[src/rtl/dmem_pkg.sv]
// Shared types and constants for the data-memory bridge and its load aligner.
package dmem_pkg;

  // Access state of the MEM-stage bridge.
  typedef enum logic [1:0] {
    IDLE = 2'b00,
    REQ  = 2'b01,
    WAIT = 2'b10,
    DONE = 2'b11
  } state_t;

  // Funct3 encodings for access size and signedness.
  localparam logic [2:0] F3_B  = 3'b000;
  localparam logic [2:0] F3_H  = 3'b001;
  localparam logic [2:0] F3_W  = 3'b010;
  localparam logic [2:0] F3_BU = 3'b100;
  localparam logic [2:0] F3_HU = 3'b101;

  // Halfwords need an even address, words (and unknown sizes) need addr[1:0] == 0.
  function automatic logic is_misaligned(input logic [2:0] funct3, input logic [1:0] off);
    logic mis;
    case (funct3[1:0])
      2'b00:   mis = 1'b0;
      2'b01:   mis = off[0];
      default: mis = (off != 2'b00);
    endcase
    return mis;
  endfunction

endpackage

[src/rtl/dmem_load_align.sv]
// Extracts the addressed byte/halfword from a read word and sign/zero extends it.
module dmem_load_align (
  input  logic [31:0] word,
  input  logic [1:0]  off,
  input  logic [2:0]  funct3,
  output logic [31:0] data
);
  import dmem_pkg::*;

  logic [7:0]  byte_s;
  logic [15:0] half_s;

  // Lane select by byte offset, then extension by access type.
  always_comb begin
    byte_s = 8'h00;
    half_s = 16'h0000;
    data   = 32'h0000_0000;
    case (off)
      2'b00:   byte_s = word[7:0];
      2'b01:   byte_s = word[15:8];
      2'b10:   byte_s = word[23:16];
      2'b11:   byte_s = word[31:24];
      default: byte_s = 8'h00;
    endcase
    if (off[1]) begin
      half_s = word[31:16];
    end else begin
      half_s = word[15:0];
    end
    case (funct3)
      F3_B:    data = {{24{byte_s[7]}}, byte_s};
      F3_H:    data = {{16{half_s[15]}}, half_s};
      F3_W:    data = word;
      F3_BU:   data = {24'h00_0000, byte_s};
      F3_HU:   data = {16'h0000, half_s};
      default: data = word;
    endcase
  end

endmodule

[src/rtl/dmem_bridge.sv]
// MEM-stage data-memory bridge: stalls the pipeline while one load/store runs on
// a valid/ready request bus, steers store lanes and extends load data.
module dmem_bridge #(
  parameter int AW = 32,
  parameter int DW = 32
) (
  input  logic          clk,
  input  logic          reset,
  input  logic          MemWriteM,
  input  logic          MemReadM,
  input  logic [2:0]    Funct3M,
  input  logic [AW-1:0] ALUResultM,
  input  logic [DW-1:0] WriteDataM,
  output logic [DW-1:0] ReadDataM,
  output logic          StallM,
  output logic          MisalignM,
  output logic          bus_req_valid,
  input  logic          bus_req_ready,
  output logic          bus_req_we,
  output logic [AW-1:0] bus_req_addr,
  output logic [DW-1:0] bus_req_wdata,
  output logic [3:0]    bus_req_wstrb,
  input  logic          bus_rsp_valid,
  input  logic [DW-1:0] bus_rsp_rdata
);
  import dmem_pkg::*;

  state_t        state_r;
  state_t        state_s;
  logic          access_s;
  logic          misaligned_s;
  logic          start_s;
  logic          capture_s;
  logic [DW-1:0] wdata_s;
  logic [3:0]    wstrb_s;
  logic          we_r;
  logic [AW-1:0] addr_r;
  logic [DW-1:0] wdata_r;
  logic [3:0]    wstrb_r;
  logic [2:0]    funct3_r;
  logic [1:0]    off_r;
  logic [DW-1:0] rdata_r;

  assign access_s     = MemWriteM | MemReadM;
  assign misaligned_s = access_s && is_misaligned(Funct3M, ALUResultM[1:0]);
  assign start_s      = (state_r == IDLE) && access_s && !misaligned_s;
  // Read data is captured either with the accept (skipping WAIT) or later in WAIT.
  assign capture_s    = ((state_r == REQ) && bus_req_ready && !we_r && bus_rsp_valid) ||
                        ((state_r == WAIT) && bus_rsp_valid);

  // Stall drops in DONE so MEM/WB can capture ReadDataM; misaligned accesses never stall.
  assign StallM        = access_s && (state_r != DONE) && !misaligned_s;
  assign MisalignM     = (state_r == IDLE) && misaligned_s;
  assign bus_req_valid = (state_r == REQ);
  assign bus_req_we    = we_r;
  assign bus_req_addr  = addr_r;
  assign bus_req_wdata = wdata_r;
  assign bus_req_wstrb = wstrb_r;

  // Store steering: replicate the low lanes across the word and strobe the addressed bytes.
  always_comb begin
    wdata_s = WriteDataM;
    wstrb_s = 4'b1111;
    case (Funct3M[1:0])
      2'b00: begin
        wdata_s = {4{WriteDataM[7:0]}};
        wstrb_s = 4'b0001 << ALUResultM[1:0];
      end
      2'b01: begin
        wdata_s = {2{WriteDataM[15:0]}};
        if (ALUResultM[1]) begin
          wstrb_s = 4'b1100;
        end else begin
          wstrb_s = 4'b0011;
        end
      end
      default: begin
        wdata_s = WriteDataM;
        wstrb_s = 4'b1111;
      end
    endcase
  end

  // Next-state logic for the access sequencer.
  always_comb begin
    state_s = state_r;
    case (state_r)
      IDLE: begin
        if (start_s) begin
          state_s = REQ;
        end else begin
          state_s = IDLE;
        end
      end
      REQ: begin
        if (bus_req_ready) begin
          if (we_r || bus_rsp_valid) begin
            state_s = DONE;
          end else begin
            state_s = WAIT;
          end
        end else begin
          state_s = REQ;
        end
      end
      WAIT: begin
        if (bus_rsp_valid) begin
          state_s = DONE;
        end else begin
          state_s = WAIT;
        end
      end
      DONE:    state_s = IDLE;
      default: state_s = IDLE;
    endcase
  end

  // State register; reset abandons any transaction in flight.
  always_ff @(posedge clk or negedge reset) begin
    if (!reset) begin
      state_r <= IDLE;
    end else begin
      state_r <= state_s;
    end
  end

  // Request fields latched at start and held until accepted; read word captured on response.
  always_ff @(posedge clk or negedge reset) begin
    if (!reset) begin
      we_r     <= 1'b0;
      addr_r   <= '0;
      wdata_r  <= '0;
      wstrb_r  <= 4'b0000;
      funct3_r <= 3'b000;
      off_r    <= 2'b00;
      rdata_r  <= '0;
    end else begin
      if (start_s) begin
        we_r     <= MemWriteM;
        addr_r   <= {ALUResultM[AW-1:2], 2'b00};
        wdata_r  <= wdata_s;
        wstrb_r  <= wstrb_s;
        funct3_r <= Funct3M;
        off_r    <= ALUResultM[1:0];
      end
      if (capture_s) begin
        rdata_r <= bus_rsp_rdata;
      end
    end
  end

  dmem_load_align u_load_align (
    .word   (rdata_r),
    .off    (off_r),
    .funct3 (funct3_r),
    .data   (ReadDataM)
  );

endmodule
[config.mk]
export PLATFORM = sky130hd
export DESIGN_NAME = dmem_bridge
export DESIGN_NICKNAME = d
export VERILOG_FILES = /design/src/rtl/dmem_pkg.sv /design/src/rtl/dmem_load_align.sv /design/src/rtl/dmem_bridge.sv
export SDC_FILE = /design/constraint.sdc
export NUM_CORES = 1
export LEC_CHECK = 0
export BUFFER_PORTS_ARGS = -buffer_cell sky130_fd_sc_hd__clkbuf_2
export CAP_MARGIN = 20
export CORE_MARGIN = 8
export CORE_UTILIZATION = 52
export DETAILED_ROUTE_END_ITERATION = 10
export PLACE_DENSITY = 0.93
export SLEW_MARGIN = 0
export SYNTH_ARGS = -nofsm -noshare
export SYNTH_HDL_FRONTEND = slang
export SYNTH_SLANG_ARGS = --single-unit
[constraint.sdc]
create_clock -name clk -period 3.3 [get_ports clk]
set_clock_uncertainty 0.2 [all_clocks]
set_input_delay 0.495 -clock clk [delete_from_list [all_inputs] [get_ports clk]]
set_output_delay 0.495 -clock clk [all_outputs]
set_load 0.005 [all_outputs]
==> impl_metrics.env, run 1 <==
export IMPL_status="finished clean"
export IMPL_final_area_sq_mm=0.00624
export IMPL_drv_slew=0
export IMPL_relSlewSlack=0.406
export IMPL_yosys_area_top_type="dfrtp_1"
export IMPL_postCtsSetupBuffers=0
export IMPL_die_area_sq_mm=0.0129
export IMPL_grt_pass1_wl_um=21900
export IMPL_hold_viol_final=0
export IMPL_clockBufferDepth=2
export IMPL_cts_buffers=9
export IMPL_cts_sinks=106
export IMPL_yosysWarnings=0
export IMPL_ant_nets=0
export IMPL_cp_required_ns=2.60
export IMPL_power_density_mw_per_mm2=945
export IMPL_vias=4000
export IMPL_layout_min_cycle_time_ns=3.01
export IMPL_clk_pin_slew_ns=0.10
export IMPL_grt_pass1_vias=4331
export IMPL_io_pins=209
export IMPL_wire_per_inst_um=18.9
export IMPL_hpwl_um=10900
export IMPL_drt_iter0_drc=174
export IMPL_cts_tree="built"
export IMPL_gr_usage_met1=0.237
export IMPL_ff_latch_area_sq_mm=0.00265
export IMPL_dp_cells=713
export IMPL_whs_ns=0.0407
export IMPL_synthArstFlopShare=1.00
export IMPL_io_buffers=206
export IMPL_grt_use_met2=0.360
export IMPL_cp_arrival_ns=2.31
export IMPL_gp_congestion=0.871
export IMPL_maxCapViolations=0
export IMPL_diodes=0
export IMPL_wirelength_um=13800
export IMPL_synth_cell_types=44
export IMPL_grtUsageMet3=0.0851
export IMPL_critPathMaxFanout=9
export IMPL_yosys_top_cells_count="dfrtp_1, mux2_1, nand2_1"
export IMPL_irDropWorstVdd_v=0.000466
export IMPL_htree_levels=3
export IMPL_overflow=0
export IMPL_critical_path_class="reg2out"
export IMPL_worstSkewPairLatency_ns=0.36
export IMPL_netlist_instances=399
export IMPL_drc=0
export IMPL_drive_above_1_share=0.397
export IMPL_yosys_register_bits=106
export IMPL_cts_resized=0
export IMPL_cts_root_buf="clkbuf_8"
export IMPL_final_cells=729
export IMPL_synth_top_family_by_area="multiplexers"
export IMPL_busiest_layer="met2"
export IMPL_synth_area_top_cells="dfrtp_1, mux2_1, mux2i_1, a21o_1, o21ai_1"
export IMPL_start_kind="flip-flop"
export IMPL_drtPass1Iterations=4
export IMPL_hold_path_class="in2async"
export IMPL_die_x_um=113
export IMPL_synth_cell_area_sq_mm=0.00494
export IMPL_nNetsFinal=700
export IMPL_p_leak_nw=3.25
export IMPL_synthAdderAreaFrac=0
export IMPL_antenna_found_initial=0
export IMPL_placed_cell_area_sq_mm=0.00605
export IMPL_fill_cells=705
export IMPL_min_period_over_period=0.912
export IMPL_syn_to_final_growth_pct=26.3
export IMPL_rsz0062_at_grt="no"
export IMPL_grt_usage=0.213
export IMPL_final_setup_viol_count=0
export IMPL_synth_xor_area_share=0
export IMPL_synth_top_flop_cell="dfrtp_1"
export IMPL_cp_end_kind="output port"
export IMPL_grt_max_degree=76
export IMPL_synth_top_area_frac=0.537
export IMPL_seq_area_frac_synth=0.537
export IMPL_avgSynthCellArea_sq_um=12.4
export IMPL_synth_compound_area_frac=0.130
export IMPL_yosys_area_share_simple=0.0597
export IMPL_initial_core_util=0.535
export IMPL_cts_hold_buf=0
export IMPL_die_h_um=113
export IMPL_fp_row_count=35
export IMPL_muxShareOfSynthArea=0.238
export IMPL_multi_input_area_sq_mm=0.00212
export IMPL_synth_edff_count=0
export IMPL_coreArea_sq_mm=0.00924
export IMPL_worst_pin_slew_ns=0.892
export IMPL_synthMostInstantiatedCell="dfrtp_1"
export IMPL_tns_ns=0
export IMPL_viasPerCell=5.49
export IMPL_max_freq_ghz=0.332
[registers in the layout, indices dropped and copies added (netlist names), named ones only]
name           count
bus_req_wdata     32
rdata_r           32
bus_req_addr      30
bus_req_wstrb      4
funct3_r           3
off_r              2
bus_req_we         1
state_r            1
[critical path, cell delays in order (launching register included)]
cell and delay (ns):
dfrtp_1 0.51, nor2b_1 0.63, nor2_1 0.31, a22oi_1 0.28, o21ai_1 0.08, clkbuf_2 0.14
[stage by stage]
step	setup WS, ns	util	total power [W]
floorplan	1.16	-	0.00388
global placement	0.764	0.655	0.00502
detailed placement	0.724	0.655	0.00520
CTS	0.314	0.675	0.00597
global route	0.105	0.675	0.00632
finish	0.290	0.675	0.00590
[power breakdown]
part / switching [W] / internal (W) / leakage [nW] / total (W)
Combinational: 0.00131 / 0.00139 / 1.89 / 0.00271
Clock: 0.000459 / 0.000302 / 0.0855 / 0.000762
Sequential: 0.000487 / 0.00195 / 1.27 / 0.00243
Total: 0.00226 / 0.00364 / 3.25 / 0.00590
[metal layers]
layer	vias up	wire, um
met2	198	6910
met3	20	1420
met4	0	281
li1	1828	-
met1	1954	5200
met5	-	0
[layout make-up]
type	instances	area share
flip-flops and latches	106	0.425
multi-input cells	260	0.340
repair buffers	214	0.177
well taps	129	0.0259
clock buffers	10	0.0221
clock inverters	6	0.00782
inverters	4	0.00241
[cells in the final DEF, fill, tap and decap left out, types with 2 or more instances in the layout]
| master | instances |
|---|---|
| clkinvlp_4 | 3 |
| nand2b_1 | 3 |
| mux2_1 | 80 |
| clkbuf_2 | 205 |
| a21oi_1 | 9 |
| nand3b_1 | 2 |
| nand2_1 | 35 |
| nor2_1 | 4 |
| clkbuf_8 | 10 |
| a22oi_1 | 7 |
| o21ai_1 | 27 |
| inv_1 | 4 |
| buf_4 | 8 |
| nor2b_1 | 4 |
| a221o_1 | 7 |
| mux2i_1 | 24 |
| o21ai_0 | 2 |
| conb_1 | 2 |
| dfrtp_1 | 106 |
| inv_6 | 2 |
| o22ai_1 | 8 |
| a21o_1 | 25 |
[path summary, 6_finish.rpt]
check | slack, ns | to | from | depth (start not counted)
hold / removal | 0.04 | bus_req_addr[6]$_DFFE_PN0P_ | reset | 1
setup reg to reg | 1.26 | rdata_r[27]$_DFFE_PN0P_ | state_r[0]$_DFF_PN0_ | 5
hold reg to reg | 0.29 | bus_req_wdata[29]$_DFFE_PN0P_ | bus_req_wdata[29]$_DFFE_PN0P_ | 1
setup / recovery | 0.29 | ReadDataM[2] | funct3_r[0]$_DFFE_PN0P_ | 5
min in group clk | 0.14 | bus_req_addr[28]$_DFFE_PN0P_ | ALUResultM[28] | 2
max in group asynchronous | 2.04 | bus_req_wdata[25]$_DFFE_PN0P_ | reset | 2
[logic make-up after synthesis]
kind of cell    after synthesis
buf+inv                      34
mux                         106
flops                       106
other cells                   1
simple gates                 56
compound gates               96
(Power assumes the default switching activity.)
==> inputs of run 2 (changes only) <==
- CELL_PAD_IN_SITES_DETAIL_PLACEMENT: not set -> 1
- CELL_PAD_IN_SITES_GLOBAL_PLACEMENT: not set -> 2
- CORE_UTILIZATION: 52 -> 30
- CTS_BUF_LIST: not set -> sky130_fd_sc_hd__clkbuf_8
- PLACE_DENSITY: 0.93 -> 0.88
==> impl_metrics.env, run 2 (synthesis results as in run 1) <==
export IMPL_cts_root_buf="clkbuf_8"
export IMPL_overflow=0
export IMPL_cp_required_ns=2.60
export IMPL_ant_nets=0
export IMPL_grt_pass1_vias=4315
export IMPL_cts_tree="built"
export IMPL_nNetsFinal=701
export IMPL_min_period_over_period=0.906
export IMPL_wirelength_um=15200
export IMPL_grt_usage=0.146
export IMPL_cp_slowest_cell="nor2b_1"
export IMPL_drc=0
export IMPL_fp_row_count=47
export IMPL_placed_cell_area_sq_mm=0.00618
export IMPL_drv_slew=0
export IMPL_final_area_sq_mm=0.00637
export IMPL_hold_path_class="in2reg"
export IMPL_wire_per_inst_um=18.5
export IMPL_slowest_delay_ns=0.59
export IMPL_viasPerCell=4.77
export IMPL_gp_congestion=0.803
export IMPL_die_h_um=144
export IMPL_io_pins=209
export IMPL_status="finished clean"
export IMPL_clockBufferDepth=2
export IMPL_rsz0062_at_grt="no"
export IMPL_drt_iter0_drc=159
export IMPL_layout_min_cycle_time_ns=2.99
export IMPL_start_kind="flip-flop"
export IMPL_worstSkewPairLatency_ns=0.36
export IMPL_relSlewSlack=0.375
export IMPL_clk_pin_slew_ns=0.11
export IMPL_critPathMaxFanout=9
export IMPL_mostFrequentLayoutCells="clkbuf_2, dfrtp_1, mux2_1, nand2_1, o21ai_1"
export IMPL_cp_arrival_ns=2.29
export IMPL_cts_buffers=9
export IMPL_cp_end_kind="output port"
export IMPL_drtPass1Iterations=4
export IMPL_cts_sinks=106
export IMPL_hpwl_um=11800
export IMPL_critical_path_buf_inv_count=1
export IMPL_io_buffers=206
export IMPL_grt_pass1_wl_um=23600
export IMPL_power_density_mw_per_mm2=937
export IMPL_initial_core_util=0.302
export IMPL_irDropWorstVdd_v=0.000313
export IMPL_grt_max_degree=65
export IMPL_fill_cells=1895
export IMPL_tns_ns=0
export IMPL_htree_levels=3
export IMPL_p_leak_nw=3.26
export IMPL_worst_pin_slew_ns=0.930
export IMPL_critical_path_class="reg2out"
export IMPL_maxCapViolations=0
export IMPL_final_common_cell="clkbuf_2"
export IMPL_crit_chain="nor2b_1, nor2_1, a22oi_1, o21ai_1, clkbuf_2"
export IMPL_max_freq_ghz=0.335
export IMPL_final_setup_viol_count=0
export IMPL_antenna_found_initial=1
export IMPL_syn_to_final_growth_pct=29.0
export IMPL_die_area_sq_mm=0.0208
export IMPL_crit_family="simple AND/OR/NAND/NOR gates"
export IMPL_fin_util=0.390
export IMPL_drive_above_1_share=0.392
export IMPL_power_total_w=0.00597
export IMPL_die_x_um=144
export IMPL_hold_viol_final=0
export IMPL_vias=3920
export IMPL_postCtsSetupBuffers=0
export IMPL_coreArea_sq_mm=0.0163
## run 2: routing by layer
metal	track usage	wire length, um
met5	0	0
met4	0.0559	311
met3	0.0456	1250
met2	0.242	7250
met1	0.173	6380
## run 2: timing repair
item,4_1_cts,5_1_grt
endpoints found under the hold margin,43,0
gates resized for setup,0,0
hold buffers,1,0
## run 2: path summary, 6_finish.rpt
check,start,endpoint,slack (ns),cells past startpoint
worst min register to register,bus_req_wdata[30]$_DFFE_PN0P_,bus_req_wdata[30]$_DFFE_PN0P_,0.29,1
worst min-delay path,bus_rsp_rdata[28],rdata_r[28]$_DFFE_PN0P_,0.12,2
min in group asynchronous,reset,rdata_r[17]$_DFFE_PN0P_,0.48,2
worst max register to register,state_r[0]$_DFF_PN0_,bus_req_addr[12]$_DFFE_PN0P_,1.23,4
max in group asynchronous,reset,rdata_r[24]$_DFFE_PN0P_,1.61,3
worst max-delay path,funct3_r[0]$_DFFE_PN0P_,ReadDataM[2],0.31,5
## run 2: worst reg2reg max path, delay by kind of cell (launching register included)
kind	cells	cell delay, ns
buffers and inverters	1	0.35
DFF	1	0.43
and+or+nand+nor	2	0.52
muxes	1	0.47
## run 2: final cells by class
class                   count  area, sq um  share of cell area
diodes                      1         2.50            0.000393
repair buffers            215         1120               0.175
inverters                   4         15.0             0.00236
flip-flops and latches    106         2650               0.416
multi-input cells         260         2130               0.334
clock buffers               9          124              0.0194
well taps                 220          275              0.0432
clock inverters             6         61.3             0.00962
## run 2: report_power, final
group          total (W)  switching, W  internal, W
sequential       0.00244      0.000496      0.00195
clock           0.000799      0.000455     0.000344
combinational    0.00273       0.00134      0.00139
## run 2: metrics by stage
| stage | hold WS [ns] | setup WS [ns] | std cells |
|---|---|---|---|
| after floorplan | -0.000591 | 1.16 | 400 |
| after global placement | 0.261 | 0.713 | 804 |
| after detailed placement | 0.270 | 0.732 | 804 |
| after CTS | 0.101 | 0.291 | 820 |
| after global routing | 0.107 | 0.138 | 821 |
| final | 0.125 | 0.312 | 821 |
==> inputs of run 3 (changes only) <==
- CORE_UTILIZATION: 30 -> 33
- PLACE_DENSITY: 0.88 -> 0.95
==> impl_metrics.env, run 3 (synthesis results as in run 1) <==
export IMPL_start_kind="flip-flop"
export IMPL_power_share_switching=0.385
export IMPL_diodes=0
export IMPL_postCtsSetupBuffers=0
export IMPL_hold_path_class="in2reg"
export IMPL_mostFrequentLayoutCells="clkbuf_2, dfrtp_1, mux2_1, nand2_1, o21ai_1"
export IMPL_cts_root_buf="clkbuf_8"
export IMPL_tns_ns=0
export IMPL_clk_pin_slew_ns=0.10
export IMPL_fp_row_count=44
export IMPL_hold_viol_final=0
export IMPL_clockBufferDepth=2
export IMPL_status="finished clean"
export IMPL_hp_start="ALUResultM[29]"
export IMPL_whs_path_depth=2
export IMPL_cp_required_ns=2.60
export IMPL_grt_pass1_wl_um=25400
export IMPL_drc=0
export IMPL_placed_cell_area_sq_mm=0.00612
export IMPL_power_frac_seq=0.413
export IMPL_coreArea_sq_mm=0.0146
export IMPL_reg2reg_to="rdata_r[20]$_DFFE_PN0P_"
export IMPL_crit_reg2reg_launch="state_r[0]$_DFF_PN0_"
export IMPL_power_density_mw_per_mm2=936
export IMPL_antenna_found_initial=0
export IMPL_max_freq_ghz=0.341
export IMPL_grt_max_degree=62
export IMPL_cts_tree="built"
export IMPL_relSlewSlack=0.380
export IMPL_overflow=0
export IMPL_r2r_slack_ns=1.24
export IMPL_ant_nets=0
export IMPL_drtPass1Iterations=4
export IMPL_slowest_delay_ns=0.76
export IMPL_cts_sinks=106
export IMPL_final_area_sq_mm=0.00630
export IMPL_clock_power_share=0.122
export IMPL_cp_slowest_cell="nor4_4"
export IMPL_min_period_over_period=0.888
export IMPL_crit_chain="mux4_2, nor2_2, nor4_4, a21o_1, clkbuf_2"
export IMPL_p_leak_nw=3.26
export IMPL_layout_min_cycle_time_ns=2.93
export IMPL_die_area_sq_mm=0.0191
export IMPL_vias=3922
export IMPL_initial_core_util=0.339
export IMPL_cp_end_kind="output port"
export IMPL_final_setup_viol_count=0
export IMPL_fill_cells=1663
export IMPL_p_int_w=0.00363
export IMPL_syn_to_final_growth_pct=27.4
export IMPL_p_switching_w=0.00227
export IMPL_grt_usage=0.164
export IMPL_wire_per_inst_um=19.7
export IMPL_whs_ns=0.130
export IMPL_gp_congestion=0.806
export IMPL_cp_arrival_ns=2.23
export IMPL_worst_pin_slew_ns=0.926
export IMPL_io_pins=209
export IMPL_htree_levels=3
export IMPL_drive_above_1_share=0.389
export IMPL_die_x_um=138
export IMPL_die_h_um=138
export IMPL_grt_pass1_vias=4563
export IMPL_hpwl_um=12300
export IMPL_combPwrFrac=0.466
export IMPL_critPathMaxFanout=16
export IMPL_maxCapViolations=0
export IMPL_io_buffers=206
export IMPL_wirelength_um=15500
export IMPL_viasPerCell=5.00
export IMPL_irDropWorstVdd_v=0.000280
export IMPL_reg2regPathDepth=5
export IMPL_cts_buffers=9
export IMPL_drt_iter0_drc=155
export IMPL_nNetsFinal=701
export IMPL_rsz0062_at_grt="no"
export IMPL_drv_slew=0
export IMPL_critical_path_class="reg2out"
export IMPL_worstSkewPairLatency_ns=0.36
export IMPL_final_common_cell="clkbuf_2"
export IMPL_worstHoldEndpoint="bus_req_addr[29]$_DFFE_PN0P_"
[run 3: cell count changes in the layout (fill, tap and decap cells not counted), sizes merged]
cell      delta
clkinvlp     -1
diode        -1
clkbuf       +1
inv          +2
bufinv       -1
[run 3: metrics by stage]
step | worst slack [ns] | utilization | std cells | power, W
5_1_grt | 0.159 | 0.432 | 785 | 0.00640
6_report | 0.371 | 0.432 | 785 | 0.00589
3_5_place_dp | 0.762 | 0.420 | 768 | 0.00527
3_3_place_gp | 0.840 | 0.420 | 768 | 0.00512
4_1_cts | 0.335 | 0.432 | 785 | 0.00601
2_1_floorplan | 1.16 | - | 400 | 0.00388
[run 3: power by group through the flow]
| stage | Sequential (W) | Clock (W) | Combinational [W] |
|---|---|---|---|
| after CTS | 0.00244 | 0.000756 | 0.00282 |
| after global routing | 0.00253 | 0.000799 | 0.00307 |
| after global placement | 0.00241 | 0 | 0.00271 |
| after detailed placement | 0.00247 | 0 | 0.00281 |
| after floorplan | 0.00235 | 0 | 0.00153 |
| final | 0.00243 | 0.000717 | 0.00275 |
[run 3: repair_timing]
item	in CTS	in global routing
hold endpoints to repair	53	0
gates resized for setup	0	0
hold buffers	1	0
setup endpoints to repair	0	0
[run 3: worst max-delay path: cells and delay by family, from the launching register on]
kind / cells / cell delay (ns)
simple gates: 2 / 0.82
buf+inv: 1 / 0.11
flops: 1 / 0.47
mux: 1 / 0.31
compound gates: 1 / 0.15
[run 3: layout make-up]
type                            count  area (sq um)  share of cell area
Clock buffer                       10           138              0.0219
Clock inverter                      6          27.5             0.00437
Multi-Input combinational cell    260          2120               0.337
Tap cell                          184           230              0.0366
Timing Repair Buffer              215          1120               0.177
Inverter                            4          15.0             0.00238
Sequential cell                   106          2650               0.421
[run 3: per-layer routing]
layer / share of wire / up-vias / GRT usage
met5: 0 / - / 0
met2: 0.47 / 159 / 0.262
met3: 0.10 / 12 / 0.0760
li1: - / 1828 / -
met4: 0.012 / 0 / 0.0435
met1: 0.42 / 1923 / 0.195
[run 3: how the worst max path moves through the flow]
stage | endpoint | start | cells after the start | slack (ns)
6_report | ReadDataM[18] | rdata_r[31]$_DFFE_PN0P_ | 5 | 0.37
5_1_grt | ReadDataM[18] | rdata_r[31]$_DFFE_PN0P_ | 5 | 0.16
4_1_cts | ReadDataM[18] | off_r[1]$_DFFE_PN0P_ | 5 | 0.34
3_5_place_dp | ReadDataM[22] | off_r[1]$_DFFE_PN0P_ | 5 | 0.76
3_3_place_gp | ReadDataM[29] | off_r[1]$_DFFE_PN0P_ | 5 | 0.84
2_1_floorplan | ReadDataM[16] | off_r[1]$_DFFE_PN0P_ | 5 | 1.16
